<file path="src/rtl/uart_rx.sv">
// 8E1 UART receiver: 2-flop synchronised line, mid-bit sampling, one-cycle
// Ready strobe with parity and framing error flags held until the next frame.
module uart_rx #(
  parameter int BIT_TICKS  = 5209,
  parameter int HALF_TICKS = 2604
) (
  input  logic       Clock_2br,
  input  logic       Reset,
  input  logic       Rx,
  output logic [7:0] Data,
  output logic       Ready,
  output logic       Parity_Err,
  output logic       Frame_Err,
  output logic       Busy
);

  typedef enum logic [3:0] {
    ST_ESPERA  = 4'd0,
    ST_INICIO  = 4'd1,
    ST_B0      = 4'd2,
    ST_B1      = 4'd3,
    ST_B2      = 4'd4,
    ST_B3      = 4'd5,
    ST_B4      = 4'd6,
    ST_B5      = 4'd7,
    ST_B6      = 4'd8,
    ST_B7      = 4'd9,
    ST_PARIDAD = 4'd10,
    ST_STOP    = 4'd11
  } state_t;

  localparam logic [12:0] C_BIT_LAST  = 13'(BIT_TICKS - 1);
  localparam logic [12:0] C_HALF_LAST = 13'(HALF_TICKS - 1);

  logic        r_sync1;
  logic        r_rx_s;
  logic        r_rx_prev;
  state_t      r_state;
  logic [12:0] r_cnt;
  logic [7:0]  r_shift;
  logic        r_parity;

  logic        w_fall;
  logic        w_bit_end;
  logic        w_half_end;
  logic [2:0]  w_bit_idx;
  state_t      w_next_bit_state;

  // Only a true high-to-low transition starts a frame; a stuck-low line never does.
  assign w_fall           = r_rx_prev & ~r_rx_s;
  assign w_bit_end        = (r_cnt == C_BIT_LAST);
  assign w_half_end       = (r_cnt == C_HALF_LAST);
  assign w_bit_idx        = 3'(r_state - ST_B0);
  assign w_next_bit_state = state_t'(r_state + 4'd1);

  always_ff @(posedge Clock_2br or posedge Reset) begin
    if (Reset) begin
      r_sync1   <= 1'b1;
      r_rx_s    <= 1'b1;
      r_rx_prev <= 1'b1;
    end else begin
      r_sync1   <= Rx;
      r_rx_s    <= r_sync1;
      r_rx_prev <= r_rx_s;
    end
  end

  always_ff @(posedge Clock_2br or posedge Reset) begin
    if (Reset) begin
      r_state    <= ST_ESPERA;
      r_cnt      <= '0;
      r_shift    <= '0;
      r_parity   <= 1'b0;
      Data       <= '0;
      Ready      <= 1'b0;
      Parity_Err <= 1'b0;
      Frame_Err  <= 1'b0;
      Busy       <= 1'b0;
    end else begin
      Ready <= 1'b0;
      case (r_state)
        ST_ESPERA: begin
          r_cnt <= '0;
          if (w_fall) begin
            r_state <= ST_INICIO;
            Busy    <= 1'b1;
          end else begin
            Busy    <= 1'b0;
          end
        end
        ST_INICIO: begin
          if (w_half_end) begin
            r_cnt <= '0;
            if (r_rx_s) begin
              r_state <= ST_ESPERA;
              Busy    <= 1'b0;
            end else begin
              r_state <= ST_B0;
            end
          end else begin
            r_cnt <= r_cnt + 13'd1;
          end
        end
        ST_B0, ST_B1, ST_B2, ST_B3, ST_B4, ST_B5, ST_B6, ST_B7: begin
          if (w_bit_end) begin
            r_shift[w_bit_idx] <= r_rx_s;
            r_cnt              <= '0;
            r_state            <= w_next_bit_state;
          end else begin
            r_cnt <= r_cnt + 13'd1;
          end
        end
        ST_PARIDAD: begin
          if (w_bit_end) begin
            r_parity <= r_rx_s;
            r_cnt    <= '0;
            r_state  <= ST_STOP;
          end else begin
            r_cnt <= r_cnt + 13'd1;
          end
        end
        ST_STOP: begin
          // Deliver at mid-stop so the second half-bit is spent in Espera.
          if (w_bit_end) begin
            Data       <= r_shift;
            Parity_Err <= r_parity ^ (^r_shift);
            Frame_Err  <= ~r_rx_s;
            Ready      <= 1'b1;
            r_cnt      <= '0;
            r_state    <= ST_ESPERA;
            Busy       <= 1'b0;
          end else begin
            r_cnt <= r_cnt + 13'd1;
          end
        end
        default: begin
          r_state <= ST_ESPERA;
          r_cnt   <= '0;
          Busy    <= 1'b0;
        end
      endcase
    end
  end

endmodule

</file>
<file path="config.mk">
export PLATFORM = sky130hd
export DESIGN_NAME = uart_rx
export DESIGN_NICKNAME = d
export VERILOG_FILES = /design/src/rtl/uart_rx.sv
export SDC_FILE = /design/constraint.sdc
export NUM_CORES = 1
export LEC_CHECK = 0
export ABC_AREA = 1
export CAP_MARGIN = 40
export CELL_PAD_IN_SITES_DETAIL_PLACEMENT = 1
export CELL_PAD_IN_SITES_GLOBAL_PLACEMENT = 2
export CORE_MARGIN = 2
export CORE_UTILIZATION = 35
export CTS_CLUSTER_DIAMETER = 30
export DETAILED_ROUTE_END_ITERATION = 12
export PLACE_DENSITY_LB_ADDON = 0.05
export SYNTH_ARGS = -nofsm -noshare
export SYNTH_HDL_FRONTEND = slang
export SYNTH_SLANG_ARGS = --single-unit
</file>
<file path="constraint.sdc">
create_clock -name Clock_2br -period 2.5 [get_ports Clock_2br]
set_input_delay 0.625 -clock Clock_2br [delete_from_list [all_inputs] [get_ports Clock_2br]]
set_output_delay 0.625 -clock Clock_2br [all_outputs]
set_load 0.005 [all_outputs]
</file>
==> results.sh <==
export IMPL_status="finished, final reports clean"
export IMPL_yosysWarnings=0
export IMPL_path_max_fanout=12
export IMPL_final_common_cell="nand2_1"
export IMPL_drc=0
export IMPL_powerDensity_nw_per_um2=713.7
export IMPL_fmax_mhz=485.4
export IMPL_crit_arrival_ps=2240
export IMPL_cts_root_buf="clkbuf_8"
export IMPL_die_y_um=87.04
export IMPL_area_growth_pct=13.37
export IMPL_cts_resized=0
export IMPL_synthAdderAreaFrac_pct=3.110
export IMPL_crit_path_end_kind="register"
export IMPL_synth_compound_area_share_pct=4.717
export IMPL_tns_ps=0
export IMPL_path_common_cell="nand2_2"
export IMPL_place_area_um2=2620
export IMPL_worstSetupPathType="register to register"
export IMPL_crit_chain="inv_1 -> ha_1 -> or2_2 -> nand2_1 -> nand3_1 -> nand2_2 -> nand2_2 -> inv_2 -> nor2_1"
export IMPL_grt_max_degree=24
export IMPL_netlist_cell_type_count=30
export IMPL_worst_clock_skew_ps=3.922
export IMPL_hold_buffers=0
export IMPL_place_congestion=0.7620
export IMPL_mostFrequentLayoutCells="105 x nand2_1, 38 x dfrtp_1, 30 x inv_1"
export IMPL_p_leak_nw=1.362
export IMPL_synthSimpleGateAreaFrac_pct=37.43
export IMPL_finalMaxSlewViolations=0
export IMPL_setup_viol=0
export IMPL_synthArstFlopShare_pct=100.0
export IMPL_synth_edf_count=0
export IMPL_io_pins=15
export IMPL_globalRouteTotalUtil_pct=16.37
export IMPL_critPathMaxStageDelay_ps=480
export IMPL_slew_headroom_pct=45.63
export IMPL_viasPerCell=4.846
export IMPL_clk_path_buf_depth=2
export IMPL_hp_start="r_sync1"
export IMPL_fin_ws_ps=439.9
export IMPL_avgSynthCellArea_um2=7.711
export IMPL_post_cts_buffers=0
export IMPL_p_int_mw=1.228
export IMPL_synthCells=313
export IMPL_syn_area_um2=2414
export IMPL_antenna_found_initial=0
export IMPL_wire_per_inst_um=13.44
export IMPL_layout_nets=338
export IMPL_clk_pin_slew_ps=80
export IMPL_insertion_delay_ps=290
export IMPL_worstMarginPinSlew_ps=810.5
export IMPL_start_util_pct=35.92
export IMPL_synth_xor_area_share_pct=3.629
export IMPL_drt_wl_total_um=5510
export IMPL_htree_levels=2
export IMPL_layout_min_cycle_time_ps=2060
export IMPL_required_ps=2680
export IMPL_detailedPlace_worstSlack_ps=449.7
export IMPL_cts_tree="built"
export IMPL_stdcell_area_um2=2736
export IMPL_grt_pass1_vias=1938
export IMPL_ir_worst_vdd_v=0.0003360
export IMPL_hold_path_end="r_rx_s"
export IMPL_fin_crit_sh_pct=82.40
export IMPL_diodes=0
export IMPL_r2r_start="r_state[0]"
export IMPL_reg2reg_setup_slack_ps=440
export IMPL_r2r_end="r_cnt[11]"
export IMPL_gr_total_overflow=0
export IMPL_grt_pass1_wl_um=9660
export IMPL_dp_hpwl_um=4228
export IMPL_synth_top_family_by_area="simple AND/OR/NAND/NOR gates"
export IMPL_whs_path_depth=0
export IMPL_synth_main_ff_cell="dfrtp_1"
export IMPL_switchingPower_uw=724.7
export IMPL_core_um2=6719
export IMPL_power_frac_seq_pct=39.8
export IMPL_drtAntennaViolNets=0
export IMPL_slowest_stage="dfrtp_1"
export IMPL_drv_cap=0
export IMPL_rsz0062_at_grt="no"
export IMPL_fp_dieW_um=87.04
export IMPL_cts_sinks=41
export IMPL_drt_iter0_drc=71
export IMPL_yosysSeqAreaShare_pct=42.66
export IMPL_die_area_um2=7576
export IMPL_power_frac_comb_pct=31.8
export IMPL_start_kind="register"
export IMPL_final_hold_violation_count=0
export IMPL_routed_via_count=1987
export IMPL_ys_ff_latch=41
export IMPL_numCtsBuffers=5
export IMPL_worstRegToRegCells=9
export IMPL_hold_class="register to register"
export IMPL_portBuffers=14
export IMPL_clockPowerShare_pct=28.4
export IMPL_synth_fp_nets=322
export IMPL_drtPass1Iterations=4
export IMPL_drive_gt1_share_pct=13.03
export IMPL_synth_mux_area_share_pct=0
export IMPL_p_sw_share_pct=37.11
export IMPL_std_cell_rows=30
==> sequential cells by signal, summed over array words and instances, names as in the netlist <==
signal / flops
r_rx_s: 1
r_parity: 1
Data: 8
Frame_Err: 1
Ready: 1
Parity_Err: 1
r_cnt: 13
r_shift: 8
r_state: 4
r_sync1: 1
r_rx_prev: 1
Busy: 1
==> cell usage after synthesis (2+ instances only) <==
library cell | n | area share, %
buf_6 | 4 | 1.9
dfrtp_1 | 38 | 39
dfstp_2 | 3 | 3.3
ha_1 | 6 | 3.1
inv_1 | 31 | 4.8
inv_2 | 7 | 1.1
nand2_1 | 105 | 16
nand2_2 | 5 | 1.3
nand3_1 | 23 | 4.8
nand4_1 | 15 | 3.9
nor2_1 | 28 | 4.4
nor2_2 | 3 | 0.78
nor2_4 | 3 | 1.4
nor3_1 | 4 | 0.83
o21ai_0 | 8 | 1.7
o21ai_2 | 7 | 2.5
or2_2 | 2 | 0.52
xnor2_1 | 2 | 0.73
xor2_1 | 8 | 2.9
==> worst max path at each step <==
stage | cells past startpoint | start | slack [ps] | to
after global routing | 8 | r_state[0] | 170 | r_shift[2]
after CTS | 9 | r_state[0] | 430 | r_cnt[11]
final | 9 | r_state[0] | 440 | r_cnt[11]
after global placement | 9 | r_state[0] | 510 | r_cnt[10]
after floorplan | 10 | r_state[0] | 720 | Busy
after detailed placement | 9 | r_state[0] | 450 | r_cnt[11]
==> through the flow <==
step / power (mW) / util, % / cells / hold WS [ps]
global route: 2.118 / 40.73 / 410 / 362.7
finish: 1.953 / 40.73 / 410 / 358.2
global placement: 1.415 / 38.99 / 402 / 346.0
floorplan: 1.277 / - / 313 / 345.2
detailed placement: 1.423 / 38.99 / 402 / 347.0
CTS: 2.005 / 40.73 / 410 / 359.8
==> critical path: cells and delay by family, from the launching register on <==
kind	cells	cell delay (ps)
buffers and inverters	2	400
AND/OR/NAND/NOR	6	810
flip-flops	1	480
adder cells (fa/ha/maj)	1	260
==> cell type report <==
cell class | instances | area [um^2]
clock buffer | 7 | 86.33
clock inverter | 1 | 30.03
multi-input combinational | 227 | 1180
timing repair buffer | 16 | 167.7
inverter | 38 | 142.6
tap | 80 | 100.1
fill | 840 | 3983
sequential | 41 | 1030
==> power by group through the flow <==
stage	Clock (mW)	Sequential [mW]	Combinational [mW]
final	0.555	0.777	0.621
after global routing	0.610	0.789	0.719
after CTS	0.593	0.778	0.635
after detailed placement	0	0.790	0.632
after global placement	0	0.789	0.626
after floorplan	0	0.766	0.512
==> per-layer routing <==
layer  GRT usage [%]  up-vias  routed length (um)
li1                -     1019                   -
met1           24.32      944                2920
met2           23.87       19                2410
met3           3.412        5                 107
met4           4.688        0                  71
met5               0        -                   0
==> cell families (layout without fill, tap and decap cells) <==
family | count (synthesis) | after routing
buffers and inverters | 45 | 62
flip-flops | 41 | 41
XOR/XNOR | 10 | 10
AND/OR/NAND/NOR | 194 | 194
adder cells (fa/ha/maj) | 6 | 6
AO/OA/AOI/OAI | 17 | 17
Note: power is estimated with default switching activity, not from simulation.
